## config.mk

```make
export PLATFORM = sky130hd
export DESIGN_NAME = m_w_wdata_pipe
export DESIGN_NICKNAME = d
export VERILOG_FILES = /design/src/rtl/m_w_wdata_pipe_pkg.sv /design/src/rtl/m_w_wdata_pipe_src_sel.sv /design/src/rtl/m_w_wdata_pipe.sv
export SDC_FILE = /design/constraint.sdc
export NUM_CORES = 1
export LEC_CHECK = 0
export BUFFER_PORTS_ARGS = -buffer_cell sky130_fd_sc_hd__buf_2
export CORE_MARGIN = 8
export CORE_UTILIZATION = 41
export CTS_BUF_LIST = sky130_fd_sc_hd__clkbuf_4
export DETAILED_ROUTE_END_ITERATION = 10
export PLACE_DENSITY = 0.76
export RECOVER_POWER = 50
export SYNTH_ARGS = -nofsm -noshare
export SYNTH_HDL_FRONTEND = slang
export SYNTH_SLANG_ARGS = --single-unit
```

## constraint.sdc

```tcl
create_clock -name clk -period 4.96 [get_ports clk]
set_input_delay 0.992 -clock clk [delete_from_list [all_inputs] [get_ports clk]]
set_output_delay 0.992 -clock clk [all_outputs]
set_load 0.01 [all_outputs]
```

## src/rtl/m_w_wdata_pipe_pkg.sv

```systemverilog
// Shared CPU defines for the M->W write-data path: wait-FSM states and
// the default write-data source select codes.
package m_w_wdata_pipe_pkg;

  typedef enum logic [0:0] {
    ST_RUN  = 1'b0,
    ST_WAIT = 1'b1
  } wstate_e;

  localparam logic [2:0] SEL_ANS    = 3'd0;
  localparam logic [2:0] SEL_RDATA  = 3'd1;
  localparam logic [2:0] SEL_ADDER  = 3'd2;
  localparam logic [2:0] SEL_HL     = 3'd3;
  localparam logic [2:0] SEL_RDATA2 = 3'd4;
  localparam logic [2:0] SEL_CP0    = 3'd5;

  // Even parity of a 5-bit register index.
  function automatic logic waddr_parity(input logic [4:0] a);
    return ^a;
  endfunction

endpackage

```

## src/rtl/m_w_wdata_pipe_src_sel.sv

```systemverilog
// Combinational write-data source mux with link-offset adjust; also used by
// the E-stage forwarding path.
module wdata_src_sel #(
  parameter int WIDTH    = 32,
  parameter int NSRC     = 6,
  parameter int SELW     = 3,
  parameter int LINK_IDX = 2,
  parameter int LINK_OFS = 4
) (
  input  logic [NSRC*WIDTH-1:0] src_data,
  input  logic [NSRC-1:0]       src_ready,
  input  logic [SELW-1:0]       sel,
  input  logic                  in_valid,
  output logic [WIDTH-1:0]      data,
  output logic                  ok
);

  logic [SELW-1:0]  eff_sel_s;
  logic [WIDTH-1:0] raw_s;
  logic             rdy_s;

  // Out-of-range selects fall back to source 0.
  always_comb begin
    if ({1'b0, sel} < (SELW+1)'(NSRC)) begin
      eff_sel_s = sel;
    end else begin
      eff_sel_s = '0;
    end
    raw_s = '0;
    rdy_s = 1'b0;
    for (int k = 0; k < NSRC; k++) begin
      if (eff_sel_s == SELW'(k)) begin
        raw_s = src_data[k*WIDTH +: WIDTH];
        rdy_s = src_ready[k];
      end else begin
        raw_s = raw_s;
        rdy_s = rdy_s;
      end
    end
    if (eff_sel_s == SELW'(LINK_IDX)) begin
      data = raw_s + WIDTH'(LINK_OFS);
    end else begin
      data = raw_s;
    end
    ok = in_valid & rdy_s;
  end

endmodule

```

## src/rtl/m_w_wdata_pipe.sv

```systemverilog
// M->W write-data pipeline register: selects the write-back value, stalls
// while a late source is not ready, and flags a sticky timeout.
module m_w_wdata_pipe
  import m_w_wdata_pipe_pkg::*;
#(
  parameter int WIDTH    = 32,
  parameter int NSRC     = 6,
  parameter int SELW     = 3,
  parameter int LINK_IDX = 2,
  parameter int LINK_OFS = 4,
  parameter int MAX_WAIT = 15
) (
  input  logic                  clk,
  input  logic                  reset,
  input  logic [NSRC*WIDTH-1:0] src_data,
  input  logic [NSRC-1:0]       src_ready,
  input  logic [SELW-1:0]       sel,
  input  logic                  in_valid,
  input  logic [4:0]            in_waddr,
  input  logic                  stall_in,
  input  logic                  flush,
  output logic [WIDTH-1:0]      fwd_data,
  output logic                  fwd_ok,
  output logic [WIDTH-1:0]      W_wdata,
  output logic [4:0]            W_waddr,
  output logic                  W_we,
  output logic                  stall_req,
  output logic                  timeout
);

  localparam int CW = $clog2(MAX_WAIT + 1);

  wstate_e       state_r, state_nx;
  logic [CW-1:0] cnt_r;
  logic          timeout_r;
  logic          enter_wait_s;
  logic          waiting_s;

  wdata_src_sel #(
    .WIDTH(WIDTH), .NSRC(NSRC), .SELW(SELW),
    .LINK_IDX(LINK_IDX), .LINK_OFS(LINK_OFS)
  ) u_sel (
    .src_data (src_data),
    .src_ready(src_ready),
    .sel      (sel),
    .in_valid (in_valid),
    .data     (fwd_data),
    .ok       (fwd_ok)
  );

  // State register.
  always_ff @(posedge clk or negedge reset) begin
    if (!reset) begin
      state_r <= ST_RUN;
    end else begin
      state_r <= state_nx;
    end
  end

  // Next state: flush beats stall_in, stall_in freezes, capture returns to RUN.
  always_comb begin
    state_nx = state_r;
    if (flush) begin
      state_nx = ST_RUN;
    end else if (stall_in) begin
      state_nx = state_r;
    end else if (fwd_ok) begin
      state_nx = ST_RUN;
    end else if (state_r == ST_RUN && in_valid) begin
      state_nx = ST_WAIT;
    end else begin
      state_nx = state_r;
    end
  end

  // Stall request output.
  always_comb begin
    case (state_r)
      ST_RUN:  stall_req = reset & in_valid & ~fwd_ok & ~flush;
      ST_WAIT: stall_req = reset & ~fwd_ok & ~flush;
      default: stall_req = 1'b0;
    endcase
  end

  assign enter_wait_s = (state_r == ST_RUN) && (state_nx == ST_WAIT);
  assign waiting_s    = (state_r == ST_WAIT) && !fwd_ok && !flush;

  // Wait counter saturates at MAX_WAIT; timeout latches once it gets there.
  always_ff @(posedge clk or negedge reset) begin
    if (!reset) begin
      cnt_r     <= '0;
      timeout_r <= 1'b0;
    end else if (enter_wait_s) begin
      cnt_r <= '0;
    end else if (waiting_s) begin
      if (cnt_r < CW'(MAX_WAIT)) begin
        cnt_r <= cnt_r + CW'(1);
      end
      if (cnt_r >= CW'(MAX_WAIT - 1)) begin
        timeout_r <= 1'b1;
      end
    end
  end

  assign timeout = timeout_r;

  // W-stage write registers.
  always_ff @(posedge clk or negedge reset) begin
    if (!reset) begin
      W_wdata <= '0;
      W_waddr <= 5'd0;
      W_we    <= 1'b0;
    end else if (flush) begin
      W_we <= 1'b0;
    end else if (stall_in) begin
      W_we <= W_we;
    end else if (fwd_ok) begin
      W_wdata <= fwd_data;
      W_waddr <= in_waddr;
      W_we    <= (in_waddr != 5'd0);
    end else begin
      W_we <= 1'b0;
    end
  end

endmodule

```

==> results.tsv, run 1 <==
metric	value	unit
#FFs+latches synth	44	
Critical Path RT	3.97	ns
area of placed instances	6330	um2
status	finished with violations	
per-instance average area after synthesis	8.25	um2
violated checks	capacitance limit, slew limit	
Max Slew Vio Count	45	
Placer Congestion	0.980	
Nets	1071	
largest cells by area after synthesis	dfrtp_1 24%, mux2i_1 6.6%, nand2_1 5.9%	
largest net degree at the start of global routing	45	
HP Class	register to register	
Slew Limit Headroom	-0.595	
Setup TNS	0	ns
minimum hold slack	0.490	ns
slowest stage delay, CP	0.61	ns
port buffer count	283	
worst setup path category	input port to output port	
root buffer cell	clkbuf_4	
global-route wire length before repair	32000	um
Synth async-reset ratio	1.00	
synthesized area	4540	um2
clk slew on worst S/H paths	0.13	ns
crit path time final	4.85	ns
Setup violations, final	0	
ordered list of cells on the worst path	buf_2 > buf_4 > nand3b_1 > o22a_1 > o2111ai_2 > or4_4 > or2_2 > or4_1 > xor2_1 > buf_2	
Yosys top cell area share	0.242	
unique cell type count in the Yosys netlist	74	
initial core utilization	0.419	
area of the die	14700	um2
fin crit share	0.978	
hold_buf cts	0	
Main synth FF type	dfrtp_1	
vias in the first global route	5775	
antenna-violating nets left	0	
Hold Vio Cnt, Final	0	
die height	121	um
max cap viols	1	
Core Area	10800	um2
Detail Placement HPWL	17900	um
clock buffer depth	2	
via count	5790	
TritonCTS Buffers	5	
Seq/Total Area, Yosys	0.242	
Worst Path Buf+Inv	3	
H-tree levels	2	
Pre-antenna DRT Iters	5	
clock sink count	44	
worst-path fanout max	16	
Fin Clk Skew	0.0184	ns
Die W	121	um
DR vias/cell	5.78	
synth cell count leaders	72 x nand2_1, 44 x dfrtp_1, 41 x nor2_1	
EDFF count, synth	0	
YS warnings	0	
row count	38	
final wirelength	21300	um
top cell type by total area after synthesis	dfrtp_1	
Area Overhead vs Synth	41.1	%
Max VDD drop	163	uV
drc violations	0	
layout cells sized above 1	0.428	
# IOs	284	
Top Family by Delay on Critical Path	simple AND/OR/NAND/NOR gates	
cell count after synthesis	551	
TritonCTS clock tree	yes	
initial antenna violation count	3	
crit start category	input port	
fin area	6410	um2
GRT Util Overall	0.277	
critical path arrival	3.86	ns
Mapped Nets	765	
top-count cell post-synth	nand2_1	
critical path capture point type	output port	
global route overflow	0	
Power per Cell Area	224	nW/um2
Avg WL per Cell	21.3	um
Worst-Skew Late Latency	0.36	ns
Total Power	1.44	mW
most frequent CP cell	buf_2	
Fmax	206	MHz
Starting DRT DRC Count	518	
Slew @ Worst Pin	2.39	ns
leakage	2.99	nW
slowest CP cell	or4_4	
==> layout by cell type, fill, tap and decap left out, drive strengths merged, types with 4 or more instances in the layout <==
cell type	n
buf	300
nand2	73
dfrtp	44
clkbuf	44
nor2	41
mux2i	30
mux2	24
o22ai	15
a21oi	14
or2	14
o21ai	13
xnor2	13
inv	12
nor3	12
nand2b	11
a31oi	11
or4	11
o22a	10
nand3	10
a22oi	10
nor4	10
or3	9
nor2b	9
o221ai	8
o2111ai	8
o31ai	7
o211ai	7
nand4	6
nor3b	5
a2bb2oi	5
a211oi	5
a221oi	5
nor4b	4
xor2	4
==> metal layers <==
metal	share of wire	wire length, um	track usage
met1	0.40	8530	0.343
met2	0.47	10000	0.458
met3	0.095	2030	0.0721
met4	0.033	696	0.0964
met5	0	0	0
==> logic make-up after synthesis <==
family / after synthesis / synth area share
simple gates: 229 / 0.269
compound gates: 151 / 0.251
mux: 55 / 0.131
buf+inv: 52 / 0.0655
flops: 44 / 0.242
xor+xnor: 17 / 0.0328
fa+ha+maj: 3 / 0.00826
==> state kept, by name (all words and copies together) (netlist names) <==
name / flops
W_wdata: 32
W_waddr: 5
cnt_r: 4
W_we: 1
state_r: 1
timeout: 1
==> power breakdown <==
| group | leakage (nW) | total, mW | internal (mW) | switching (mW) |
|---|---|---|---|---|
| registers | 0.538 | 0.501 | 0.450 | 0.0513 |
| logic | 2.41 | 0.704 | 0.313 | 0.391 |
| clock network | 0.0428 | 0.234 | 0.105 | 0.128 |
==> area by class of cell <==
type                    count  area, um2
diodes                      3       7.51
clock buffers               5       37.5
clock inverters             3       42.5
fillers                  1066       4430
inverters                  12       45.0
multi-input cells         455       3160
flip-flops and latches     44       1100
well taps                 140        175
repair buffers            339       1840
==> worst min-delay path, delay by kind of cell, from the launching register on <==
family / cells / cell delay [ns]
AOI/OAI and AO/OA: 1 / 0.05
DFF: 1 / 0.36
and+or+nand+nor: 1 / 0.05
==> worst paths after layout <==
| path | slack, ns | cells after the start | from | end |
|---|---|---|---|---|
| min in group asynchronous | 1.59 | 2 | reset | W_wdata[23] |
| hold / removal | 0.49 | 2 | W_wdata[21] | W_wdata[21] |
| max in group asynchronous | 1.99 | 2 | reset | W_wdata[1] |
| hold reg to reg | 0.49 | 2 | W_wdata[21] | W_wdata[21] |
| setup / recovery | 0.11 | 10 | sel[2] | fwd_data[29] |
| setup reg to reg | 3.64 | 4 | cnt_r[1] | cnt_r[1] |
==> stage by stage <==
step           worst slack, ns  utilization  std cells
4_1_cts                 0.0760        0.591        993
3_3_place_gp             0.149        0.584        985
6_report                 0.111        0.592       1001
2_1_floorplan           0.0455            -        551
3_5_place_dp            0.0865        0.584        985
5_1_grt                -0.0286        0.592       1001
==> repair_timing <==
item	4_1_cts	5_1_grt
endpoints found under the setup margin	0	8
gates resized for setup	0	3
buffers inserted	0	5
Power figures use the tool's default switching activity.
==> inputs of run 2 (changes only) <==
--- a/config.mk
+++ b/config.mk
@@ -6,12 +6,15 @@
 export NUM_CORES = 1
 export LEC_CHECK = 0
 export BUFFER_PORTS_ARGS = -buffer_cell sky130_fd_sc_hd__buf_2
+export CELL_PAD_IN_SITES_DETAIL_PLACEMENT = 1
+export CELL_PAD_IN_SITES_GLOBAL_PLACEMENT = 2
 export CORE_MARGIN = 8
-export CORE_UTILIZATION = 41
+export CORE_UTILIZATION = 22
 export CTS_BUF_LIST = sky130_fd_sc_hd__clkbuf_4
 export DETAILED_ROUTE_END_ITERATION = 10
-export PLACE_DENSITY = 0.76
+export PLACE_DENSITY = 0.75
 export RECOVER_POWER = 50
 export SYNTH_ARGS = -nofsm -noshare
 export SYNTH_HDL_FRONTEND = slang
+export SYNTH_HIERARCHICAL = 1
 export SYNTH_SLANG_ARGS = --single-unit
==> results.tsv, run 2 <==
metric	value	unit	change
largest net degree at the start of global routing	46		+2.2%
HP Class	register to register		
Fill cells	2530		+140%
Final WS setup	0.289	ns	+0.178 ns
final wirelength	22300	um	+4.8%
cell count after synthesis	491		-11%
layout cells sized above 1	0.465		+0.0370
crit path time final	4.67	ns	-0.178 ns
Core Area	20900	um2	+93%
Yosys top cell area share	0.237		-0.00503
largest family of logic cells by synthesized area	multiplexers		
Detail Placement HPWL	19000	um	+6.2%
R2R Path Start	cnt_r[0]		
worst reg2reg path depth	4		unchanged
worst setup path category	input port to output port		
Worst-Skew Late Latency	0.37	ns	about the same
max FFs per register	32		unchanged
Placer Congestion	0.811		-17%
synth cell count leaders	46 x nand2_1, 44 x dfrtp_1, 42 x mux2_2		
Setup violations, final	0		unchanged
Pre-antenna DRT Iters	5		unchanged
Slew Limit Headroom	0.470		+1.06
global-route wire length before repair	33600	um	+5.0%
Mapped Nets	705		-7.8%
RSZ-0062 raised after global routing	false		
Setup TNS	0	ns	unchanged
Starting DRT DRC Count	173		-67%
Fmax	214	MHz	+3.8%
largest cells by area after synthesis	dfrtp_1 24%, mux2_2 10%, mux2_1 8.7%		
area of placed instances	6440	um2	+1.7%
Nets	994		-7.2%
Layout Cells excl Fill	1059		+5.8%
Avg WL per Cell	21.1	um	-0.94%
Fin Clk Skew	0.00726	ns	-0.0111 ns
mux contribution to synthesized area	0.277		+0.147
Synth Area in Adders	0.00809		-0.000172
largest reg by FF count	W_wdata		
busiest grt layer	met2		
GRT met1 Usage	0.196		-0.147
clk slew on worst S/H paths	0.14	ns	about the same
EDFF count, synth	0		unchanged
DR vias/cell	4.79		-17%
critical path arrival	3.68	ns	-0.18 ns
Place WS	0.0635	ns	-0.0230 ns
top-count cell post-synth	nand2_1		
Setup crit end	fwd_data[28]		
area of the die	26000	um2	+77%
status	finished clean		
critical path capture point type	output port		
minimum hold slack	0.496	ns	+0.00626 ns
H-tree levels	2		unchanged
Main synth FF type	dfrtp_1		
hold_buf cts	0		unchanged
#FFs+latches synth	44		unchanged
root buffer cell	clkbuf_4		
drc violations	0		unchanged
reg2reg end	cnt_r[0]		
Compound-Gate Fraction of Synth Area	0.187		-0.0643
# IOs	284		unchanged
port buffer count	283		unchanged
Hold Vio Cnt, Final	0		unchanged
TritonCTS Buffers	5		unchanged
commonest cells after routing, fill and taps aside	246 x buf_2, 46 x nand2_1, 44 x dfrtp_1, 42 x mux2_2		
antenna-violating nets left	0		unchanged
max cap viols	0		-1
largest registers	W_wdata: 32 flops, W_waddr: 5 flops, cnt_r: 4 flops		
YS warnings	6		+6
Slew @ Worst Pin	0.796	ns	-1.60 ns
leakage	2.98	nW	-0.40%
vias in the first global route	5603		-3.0%
Seq/Total Area, Yosys	0.237		-0.00503
Total Power	1.46	mW	+1.5%
fin crit share	0.942		-0.0360
GRT Util Overall	0.165		-0.113
crit start category	input port		
synthesized-area fraction occupied by xor and xnor cells	0.0510		+0.0182
via count	5069		-12%
area occupied by multi-input gates	3280	um2	+3.8%
Die W	161	um	+33%
die height	161	um	+33%
Synth Area in Simple Gates	0.182		-0.0873
Max Slew Vio Count	0		-100%
fin area	6500	um2	+1.4%
Critical Path RT	3.97	ns	about the same
initial core utilization	0.222		-0.197
TritonCTS clock tree	yes		
GRT met3 Usage	0.0461		-0.0261
Worst Setup SP	sel[0]		
top cell type by total area after synthesis	dfrtp_1		
Core Util, Final	0.311		-0.280
flop-to-flop setup slack	3.47	ns	-0.17 ns
Area Overhead vs Synth	40.2	%	
global route overflow	0		unchanged
clock buffer depth	2		unchanged
clock sink count	44		unchanged
Power per Cell Area	225	nW/um2	about the same
Max VDD drop	122	uV	-25%
worst-path fanout max	15		-1
dpl cells	1045		+6.1%
most common cell after layout, fill and taps aside	buf_2		
row count	53		+39%
per-instance average area after synthesis	9.45	um2	+15%
synthesized area	4640	um2	+2.1%
initial antenna violation count	4		+1
M2 GR Usage	0.293		-0.165
Sequential cell area	1100	um2	unchanged
Synth async-reset ratio	1.00		unchanged
unique cell type count in the Yosys netlist	69		-6.8%
-- run 2: layout make-up --
class                           count  area share
Inverter                            5     0.00327
Clock buffer                        6     0.00693
Antenna cell                        3     0.00115
Clock inverter                      2     0.00539
Sequential cell                    44       0.169
Tap cell                          275      0.0529
Timing Repair Buffer              319       0.257
Multi-Input combinational cell    405       0.504
-- run 2: what timing repair did --
item,CTS,global route
setup endpoints to repair,0,13
buffers inserted,0,3
endpoints found under the hold margin,0,0
resized for setup,0,1
-- run 2: power by group --
part           leakage [nW]  switching [mW]  internal, mW
combinational          2.40           0.385         0.320
clock                0.0457           0.127         0.111
sequential            0.536          0.0573         0.459
total                  2.98           0.570         0.891
-- run 2: worst min-delay path by stage --
stage | from | end | slack [ns] | cells after the start
finish | timeout | timeout | 0.50 | 1
CTS | W_wdata[2] | W_wdata[2] | 0.50 | 1
global placement | timeout | timeout | 0.45 | 1
global route | W_wdata[2] | W_wdata[2] | 0.52 | 1
floorplan | timeout | timeout | 0.50 | 1
detailed placement | timeout | timeout | 0.47 | 1
-- run 2: kinds of logic (layout without fill, tap and decap cells) --
family	count (synthesis)	in the layout
buf+inv	42	332
xor+xnor	27	27
simple gates	153	153
fa+ha+maj	3	3
compound gates	107	107
other cells	0	3
flops	44	44
mux	115	115
-- run 2: layer usage --
layer  share of wire  wire [um]
met3           0.068       1520
met2            0.50      11200
met1            0.42       9350
met4           0.010        230
met5         0.00036          8
-- run 2: critical path, cell delays in order --
cell      delay [ns]
buf_4           0.22
buf_4           0.28
mux2_1          0.18
mux2i_1         0.07
a221oi_1        0.72
nand2_1         0.26
nor4_1          0.37
nand3_1         0.16
xor2_1          0.23
buf_2           0.18
